## config.mk

```make
export PLATFORM = sky130hd
export DESIGN_NAME = seq_detector_param
export DESIGN_NICKNAME = d
export VERILOG_FILES = /design/src/rtl/seq_detector_param_pkg.sv /design/src/rtl/seq_detector_param_sat_counter.sv /design/src/rtl/seq_detector_param.sv
export SDC_FILE = /design/constraint.sdc
export NUM_CORES = 1
export LEC_CHECK = 0
export CAP_MARGIN = 30
export CORE_MARGIN = 2
export CORE_UTILIZATION = 30
export CTS_BUF_LIST = sky130_fd_sc_hd__clkbuf_8
export DETAILED_ROUTE_END_ITERATION = 8
export PLACE_DENSITY = 0.53
export SYNTH_ARGS = -nofsm -noshare
export SYNTH_HDL_FRONTEND = slang
export SYNTH_SLANG_ARGS = --single-unit
```

## constraint.sdc

```tcl
create_clock -name CLK -period 2 [get_ports CLK]
set_input_delay 0.4 -clock CLK [delete_from_list [all_inputs] [get_ports CLK]]
set_output_delay 0.4 -clock CLK [all_outputs]
set_load 0.01 [all_outputs]
```

## src/rtl/seq_detector_param_pkg.sv

```systemverilog
// Shared definitions for the serial pattern detector.
//   state_t : FSM state encoding, also driven out on the STATE debug port
//   STATE_W : width of the state encoding
package fsm_pkg;

    localparam int STATE_W = 2;

    typedef enum logic [STATE_W-1:0] {
        IDLE = 2'd0,
        FILL = 2'd1,
        HUNT = 2'd2
    } state_t;

endpackage

```

## src/rtl/seq_detector_param_sat_counter.sv

```systemverilog
// Saturating event counter with a sticky overflow flag.
//   gclk, grst_n : clock, asynchronous active-low reset
//   inc          : count one event this cycle
//   clr          : synchronous clear; an inc in the same cycle still counts
//   cnt          : current count, holds at all-ones
//   ovf          : set when an event arrives while cnt is all-ones; cleared only by clr/reset
module sat_counter #(
    parameter int W = 8
) (
    input  logic         gclk,
    input  logic         grst_n,
    input  logic         inc,
    input  logic         clr,
    output logic [W-1:0] cnt,
    output logic         ovf
);

    always_ff @(posedge gclk or negedge grst_n) begin
        if (!grst_n) begin
            cnt <= '0;
            ovf <= 1'b0;
        end else if (clr) begin
            // clear first, then count the coincident event
            cnt <= W'(inc);
            ovf <= 1'b0;
        end else if (inc) begin
            if (&cnt) ovf <= 1'b1;
            else      cnt <= cnt + W'(1);
        end
    end

endmodule

```

## src/rtl/seq_detector_param.sv

```systemverilog
// Parametrised serial pattern detector.
//   CLK, RST             : clock, asynchronous active-low reset
//   EN                   : detector enable; dropping it returns the FSM to IDLE and flushes the window
//   DATA, DATA_VALID     : serial bit and its qualifier (sampled only when EN=1 too)
//   OVERLAP              : 1 keeps the window after a match, 0 restarts it
//   PAT_LOAD, PAT_IN     : pattern load, honoured only while in IDLE; PAT_IN MSB is the first bit
//   CNT_CLR              : synchronous clear of MATCH_CNT / CNT_OVF
//   DETECT               : registered one-cycle match pulse
//   MATCH_CNT, CNT_OVF   : saturating match count and sticky overflow
//   STATE                : current FSM state (debug)
module seq_detector_param
    import fsm_pkg::*;
#(
    parameter int               PAT_W       = 4,
    parameter int               CNT_W       = 8,
    parameter logic [PAT_W-1:0] DEFAULT_PAT = PAT_W'(4'b1011)
) (
    input  logic               CLK,
    input  logic               RST,
    input  logic               EN,
    input  logic               DATA,
    input  logic               DATA_VALID,
    input  logic               OVERLAP,
    input  logic               PAT_LOAD,
    input  logic [PAT_W-1:0]   PAT_IN,
    input  logic               CNT_CLR,
    output logic               DETECT,
    output logic [CNT_W-1:0]   MATCH_CNT,
    output logic               CNT_OVF,
    output logic [STATE_W-1:0] STATE
);

    localparam int               FILL_W = $clog2(PAT_W + 1);
    localparam logic [FILL_W-1:0] FULL  = FILL_W'(PAT_W);

    logic [PAT_W-1:0]  pat_q;
    logic [PAT_W-2:0]  sr_q;     // only PAT_W-1 history bits are needed; the newest comes from DATA
    logic [FILL_W-1:0] fill_q, fill_d;
    state_t            state_q, state_d;
    logic              accept, match;
    logic [PAT_W-1:0]  window;

    assign accept = EN & DATA_VALID;
    assign window = {sr_q, DATA};
    assign match  = accept && (fill_q >= FILL_W'(PAT_W - 1)) && (window == pat_q);

    always_comb begin
        fill_d = fill_q;
        if (!EN) begin
            fill_d = '0;
        end else if (accept) begin
            // non-overlap: the next match must be built from PAT_W fresh bits
            if (match && !OVERLAP) fill_d = '0;
            else if (fill_q != FULL) fill_d = fill_q + FILL_W'(1);
        end
    end

    always_comb begin
        state_d = state_q;
        if (!EN)                   state_d = IDLE;
        else if (accept)           state_d = (fill_d == FULL) ? HUNT : FILL;
        else if (state_q == IDLE)  state_d = FILL;
    end

    always_ff @(posedge CLK or negedge RST) begin
        if (!RST) begin
            pat_q   <= DEFAULT_PAT;
            sr_q    <= '0;
            fill_q  <= '0;
            state_q <= IDLE;
            DETECT  <= 1'b0;
        end else begin
            state_q <= state_d;
            fill_q  <= fill_d;
            DETECT  <= match;
            if (!EN)         sr_q <= '0;
            else if (accept) sr_q <= window[PAT_W-2:0];
            if (PAT_LOAD && state_q == IDLE) pat_q <= PAT_IN;
        end
    end

    sat_counter #(.W(CNT_W)) u_cnt (
        .gclk   (CLK),
        .grst_n (RST),
        .inc    (match),
        .clr    (CNT_CLR),
        .cnt    (MATCH_CNT),
        .ovf    (CNT_OVF)
    );

    assign STATE = state_q;

endmodule
```

==> results of run 1 <==
## routing by layer
layer,global-route usage [%],part of all wire (%),up-vias
li1,-,-,462
met1,16.1,47,438
met2,21.1,47,22
met3,1.70,3.5,5
met4,6.89,2.3,0
met5,0,0,-
## synthesized netlist by cell type (2+ instances only)
cell     number
dfrtp_1      19
inv_1         4
ha_1          4
a21oi_1       8
or4_1         2
nand3_1       4
nor3b_1       2
mux2i_1       4
xor2_1        5
and4_1        2
nand2_1       9
dfstp_2       3
o21ai_0       6
nor2_1        6
nand4_1       2
nor2b_1       3
mux2_2        4
or3_1         3
o31ai_1       2
## layout make-up
cell class / count / area (um^2) / share of cell area, %
multi-input combinational: 78 / 586 / 36.7
sequential: 22 / 554 / 34.7
timing repair buffer: 37 / 335 / 21.0
tap: 48 / 60.1 / 3.76
clock buffer: 3 / 41.3 / 2.59
inverter: 4 / 15.0 / 0.941
clock inverter: 1 / 3.75 / 0.235
## cells in the final DEF (no fill, tap or decap), types with 5 or more instances in the layout
master	Yosys	final
o21ai_0	6	6
buf_4	1	14
inv_1	4	5
nor2_1	6	6
xor2_1	5	5
nand2_1	9	9
dfrtp_1	19	19
a21oi_1	8	8
clkdlybuf4s50_1	0	23
## flip-flops by register name (all words and copies together), names as in the netlist
| register | count |
|---|---|
| STATE | 2 |
| sr_q | 3 |
| fill_q | 3 |
| u_cnt.cnt | 8 |
| pat_q | 4 |
| u_cnt.ovf | 1 |
| DETECT | 1 |
## power breakdown
part / switching [mW] / internal, mW / total, mW / leakage, nW
clock network: 0.146 / 0.137 / 0.283 / 0.0269
logic: 0.0708 / 0.0863 / 0.157 / 0.368
registers: 0.0159 / 0.475 / 0.491 / 0.290
total: 0.233 / 0.698 / 0.931 / 0.684
## worst min-delay path by stage
| stage | to | slack, ps | startpoint |
|---|---|---|---|
| after floorplan | DETECT$_DFF_PN0_ | 100 | RST |
| after global placement | u_cnt.ovf$_DFFE_PN0P_ | 490 | u_cnt.ovf$_DFFE_PN0P_ |
| after detailed placement | u_cnt.ovf$_DFFE_PN0P_ | 490 | u_cnt.ovf$_DFFE_PN0P_ |
| after CTS | fill_q[0]$_DFF_PN0_ | 480 | RST |
| after global routing | fill_q[0]$_DFF_PN0_ | 510 | RST |
| final | fill_q[0]$_DFF_PN0_ | 470 | RST |
## kinds of logic (layout without fill, tap and decap cells)
family                     count (synthesis)  count (layout)  synth area share [%]
DFF                                       22              22                  47.9
buffers and inverters                      8              45                  3.68
and+or+nand+nor                           40              40                  21.6
muxes                                      8               8                  7.36
xor gates and xnor gates                   6               6                  4.55
adders and majority gates                  4               4                  4.33
AOI/OAI and AO/OA                         20              20                  10.5
## through the flow
step	hold slack, ps	setup WS [ps]	instances
finish	472	-92.3	193
global route	509	-171	193
CTS	480	-78.8	193
detailed placement	485	-275	187
global placement	491	-211	187
floorplan	104	-12.7	108
## what timing repair did
item                                    in CTS  in global routing
pin swaps                                    3                  1
setup buffers                                2                  0
gates resized for setup                      3                  0
endpoints found under the setup margin       2                  4
==> impl_metrics.tcl, run 1 <==
set metrics [dict create \
    areaGrowthSynthToFinish_pct 38.0 \
    syn-cell-area_um2 1160 \
    synthArstFlopShare_pct 100 \
    critPathCaptureType "flop" \
    n_fill_cell 376 \
    cp_slowest_stage_delay_ps 490 \
    required_ps 2150 \
    antenna_cells 0 \
    track_usage_pct 12.8 \
    vias 927 \
    syn-num-nets 124 \
    path_delay_family "simple AND/OR/NAND/NOR gates" \
    synth_top_flop_cell "dfrtp_1" \
    fmax_mhz 478 \
    grt_pass1_wl_um 4250 \
    initial_core_util_pct 31.3 \
    final.setup.tns_ps -139 \
    dpl_cell_area_um2 1510 \
    globalplace.congestion 0.780 \
    first_pass_iters 4 \
    routedWlPerCell_um 12.3 \
    numCtsBuffers 3 \
    final_util_pct 43.2 \
    detail-route-antenna-nets 0 \
    io_buffers 23 \
    antenna_found_initial 0 \
    routed_wl_um 2380 \
    yosysSeqAreaShare_pct 47.9 \
    crit_chain "ha_2 > ha_4 > a211oi_4 > nor4_4 > buf_4 > and3b_2 > or4_4 > o211a_1" \
    fin_skew_ps 7.19 \
    h-tree-depth 1 \
    violations "negative setup slack" \
    r2r_end "STATE[0]$_DFFE_PN0P_" \
    syn_area_per_cell_um2 10.7 \
    clk_latency_ps 270 \
    hpwl_um 1760 \
    drc 0 \
    worst-setup-path-type "reg2reg" \
    clk_pin_slew_ps 80 \
    start_kind "flop" \
    nNetsFinal 162 \
    ys_top_cells_by_area "dfrtp_1 41%, dfstp_2 6.8%, ha_1 4.3%" \
    worstMarginPinSlew_ps 344 \
    cp.depth 8 \
    crit_arrival_ps 2250 \
    reg2reg_setup_slack_ps -90 \
    r2r-start "fill_q[1]$_DFF_PN0_" \
    first_global_vias 939 \
    cp_max_fo 2 \
    rsz0062_at_grt "yes" \
    synth-seq-cells 22 \
    drive_gt1_share_pct 22.8 \
    total_power_mw 0.931 \
    critPathLaunch "fill_q[1]$_DFF_PN0_" \
    finalWorstSetupSlack_ps -92.3 \
    cp-endpoint "STATE[0]$_DFFE_PN0P_" \
    numClockSinks 22 \
    clock-root-buffer "clkbuf_8" \
    ir_drop_mv 0.255 \
    grt_start_max_net_pins 23 \
    drtIter0Drc 37 \
    clock_path_buffers 2 \
    p_leak_nw 0.684 \
    hp-class "in2async" \
    fin_crit_sh_pct 105 \
    rows 22 \
    synth-edff-count 0 \
    hold_violations 0 \
    status "finished, violations left" \
    postLayoutCellArea_um2 1600 \
    yosys.area.top_type "dfrtp_1" \
    netlist.area_leader.share_pct 41.1 \
    fp.dieW_um 66.1 \
    max_slew_margin_pct 77.0 \
    cts_hold_buf 0 \
    die_y_um 66.1 \
    core_area_um2 3690 \
    crit_slowest_cell "or4_4" \
    cts_tree "built" \
    setup_viol 2 \
    path_buf_inv 1 \
    grt_remaining_overflow 0 \
    die_area_um2 4370 \
    drv_slew 0 \
    ios 24 \
    min_period_ps 2090 \
    cellPowerDensity_nw_per_um2 584 \
    ys_types 35 \
    ff2ff_path_depth 8 \
    viasPerCell 4.80 \
    yosys_warnings 0 \
    syn-instance-count 108 \
    maxCapViolations 0 \
]
Power figures use the tool's default switching activity.
==> run 2, diff against run 1 <==
--- a/config.mk
+++ b/config.mk
@@ -13,4 +13,5 @@
 export PLACE_DENSITY = 0.53
 export SYNTH_ARGS = -nofsm -noshare
 export SYNTH_HDL_FRONTEND = slang
+export SYNTH_HIERARCHICAL = 1
 export SYNTH_SLANG_ARGS = --single-unit
==> impl_metrics.tcl, run 2 <==
set metrics [dict create \
    synth_top_flop_cell "dfrtp_1" \
    finalWorstSetupSlack_ps 86.1 \
    drtIter0Drc 56 \
    cp_slowest_stage_delay_ps 390 \
    n_fill_cell 390 \
    grt_use_met2_pct 20.1 \
    die_area_um2 4630 \
    syn_area_per_cell_um2 10.8 \
    routed_wl_um 2500 \
    grt_start_max_net_pins 23 \
    pre_cts_ws_ps -155 \
    critPathCaptureType "flop" \
    syn-num-nets 130 \
    synth-edff-count 0 \
    top_register "u_cnt/cnt" \
    track_usage_pct 12.9 \
    crit_chain "ha_2 > ha_1 > a211o_1 > nand4_2 > nor2_2 > buf_4 > buf_4 > and3_2 > a211oi_2" \
    crit_arrival_ps 2090 \
    areaGrowthSynthToFinish_pct 36.0 \
    cp_max_fo 7 \
    globalplace.congestion 0.891 \
    rsz0062_at_grt "yes" \
    final_common_cell "clkdlybuf4s50_1" \
    reg2reg_setup_slack_ps 90 \
    status "complete, no violations" \
    numCtsBuffers 3 \
    yosys_warnings 6 \
    largest_register_ff_count 8 \
    netlist.area_leader.share_pct 38.6 \
    hp-class "in2async" \
    routedWlPerCell_um 12.4 \
    ys_top_cells_by_area "dfrtp_1 39%, dfstp_2 6.4%, ha_1 4.1%" \
    yosys-top-cells-count "19 x dfrtp_1, 9 x nand2_1, 6 x nor2_1, 5 x a31oi_1" \
    clock_path_buffers 2 \
    cellPowerDensity_nw_per_um2 679 \
    nNetsFinal 168 \
    dpl_cell_area_um2 1580 \
    max_slew_margin_pct 74.8 \
    antenna_cells 0 \
    drive_gt1_share_pct 25.2 \
    die_y_um 68.1 \
    fin_skew_ps 1.06 \
    yosys.area.top_type "dfrtp_1" \
    first_global_vias 945 \
    vias 953 \
    ir_drop_mv 0.284 \
    final_cell_mix "23 x clkdlybuf4s50_1, 19 x dfrtp_1, 15 x buf_4" \
    cts_tree "built" \
    postLayoutCellArea_um2 1670 \
    cts_hold_buf 0 \
    fp.dieW_um 68.1 \
    syn-instance-count 114 \
    ios 24 \
    viasPerCell 4.74 \
    io_buffers 23 \
    min_period_ps 1910 \
    hpwl_um 1910 \
    clock-root-buffer "clkbuf_8" \
    numClockSinks 22 \
    syn-cell-area_um2 1230 \
    met3_usage_pct 2.14 \
    hold_violations 0 \
    drc 0 \
    start_kind "flop" \
    largest_registers "u_cnt/cnt x8, pat_q x4" \
    fin_crit_sh_pct 95.7 \
    h-tree-depth 1 \
    crit_slowest_cell "dfrtp_1" \
    drv_slew 0 \
    grt_pass1_wl_um 4420 \
    timing.critical_path.mode_cell "buf_4" \
    initial_core_util_pct 31.0 \
    rows 23 \
    p_leak_nw 0.710 \
    grt_remaining_overflow 0 \
    fmax_mhz 523 \
    core_area_um2 3970 \
    setup_viol 0 \
    total_power_mw 1.14 \
    whs_ps 477 \
    worstMarginPinSlew_ps 377 \
    first_pass_iters 4 \
    regArea_um2 554 \
    yosysMostFrequentCell "dfrtp_1" \
    yosysSeqAreaShare_pct 45.0 \
    clk_pin_slew_ps 90 \
    antenna_found_initial 0 \
    synth-seq-cells 22 \
    maxCapViolations 0 \
    use_met1_pct 17.3 \
    synthArstFlopShare_pct 100 \
    worst-setup-path-type "reg2reg" \
    required_ps 2180 \
    ys_types 43 \
    multiInputGateArea_um2 628 \
    final_util_pct 42.2 \
    grt.busiest_layer "met2" \
    detail-route-antenna-nets 0 \
    clk_latency_ps 260 \
]
## run 2: cell types whose count changed after synthesis, moves of 3 or more
cell,delta
xnor2_1,+3
nand2b_1,+4
o21ai_0,-5
a31oi_1,+5
xor2_1,-5
a211oi_1,+3
a21oi_1,-4
nand3_1,-3
## run 2: timing repair
item,in CTS,in global routing
gates resized for setup,1,3
endpoints found under the setup margin,2,4
pin swaps,1,4
setup buffers,0,1
## run 2: power breakdown
| group | leakage (nW) | internal [mW] | total, mW | switching [mW] |
|---|---|---|---|---|
| logic | 0.385 | 0.117 | 0.203 | 0.0860 |
| registers | 0.290 | 0.485 | 0.509 | 0.0244 |
| clock network | 0.0357 | 0.267 | 0.424 | 0.156 |
| total | 0.710 | 0.869 | 1.14 | 0.267 |
## run 2: worst paths after layout
kind / startpoint / depth (start not counted) / endpoint
worst max-delay path: fill_q[0]$_DFF_PN0_ / 9 / u_cnt/cnt[2]$_DFFE_PN0P_
worst min-delay path: RST / 2 / u_cnt/cnt[5]$_DFFE_PN0P_
worst max register to register: fill_q[0]$_DFF_PN0_ / 9 / u_cnt/cnt[2]$_DFFE_PN0P_
worst min register to register: u_cnt/ovf$_DFFE_PN0P_ / 2 / u_cnt/ovf$_DFFE_PN0P_
max in group asynchronous: RST / 2 / pat_q[0]$_DFFE_PN1P_
min in group CLK: u_cnt/ovf$_DFFE_PN0P_ / 2 / u_cnt/ovf$_DFFE_PN0P_
## run 2: metrics by stage
stage               setup TNS (ps)  instances
global route                 -18.3        201
CTS                              0        200
detailed placement            -370        196
floorplan                        0        114
finish                           0        201
global placement              -236        196
## run 2: area by class of cell
| cell class | instances | area share, % |
|---|---|---|
| Inverter | 4 | 0.897 |
| Sequential cell | 22 | 33.1 |
| Tap cell | 50 | 3.74 |
| Timing Repair Buffer | 38 | 20.5 |
| Clock inverter | 1 | 1.79 |
| Multi-Input combinational cell | 83 | 37.5 |
| Clock buffer | 3 | 2.47 |
## run 2: logic make-up (layout without fill, tap and decap cells)
| group | after synthesis | after routing | share of synthesized area [%] |
|---|---|---|---|
| AND/OR/NAND/NOR | 42 | 42 | 21.8 |
| AO/OA/AOI/OAI | 24 | 24 | 13.1 |
| buffers and inverters | 9 | 46 | 4.88 |
| XOR/XNOR | 5 | 5 | 4.17 |
| flip-flops | 22 | 22 | 45.0 |
| adder cells (fa/ha/maj) | 4 | 4 | 4.07 |
| multiplexers | 8 | 8 | 6.91 |
## run 2: per-layer routing
| metal | share of wire (%) | vias up | wire length (um) |
|---|---|---|---|
| li1 | - | 488 | - |
| met1 | 48 | 450 | 1190 |
| met2 | 49 | 13 | 1220 |
| met3 | 2.4 | 2 | 60 |
| met4 | 1.3 | 0 | 32 |
| met5 | 0 | - | 0 |
## run 2: critical path: cells and delay by family, from the launching register on
family / cells / cell delay, ps
compound gates: 2 / 460
fa+ha+maj: 2 / 350
buf+inv: 2 / 290
flops: 1 / 390
simple gates: 3 / 350
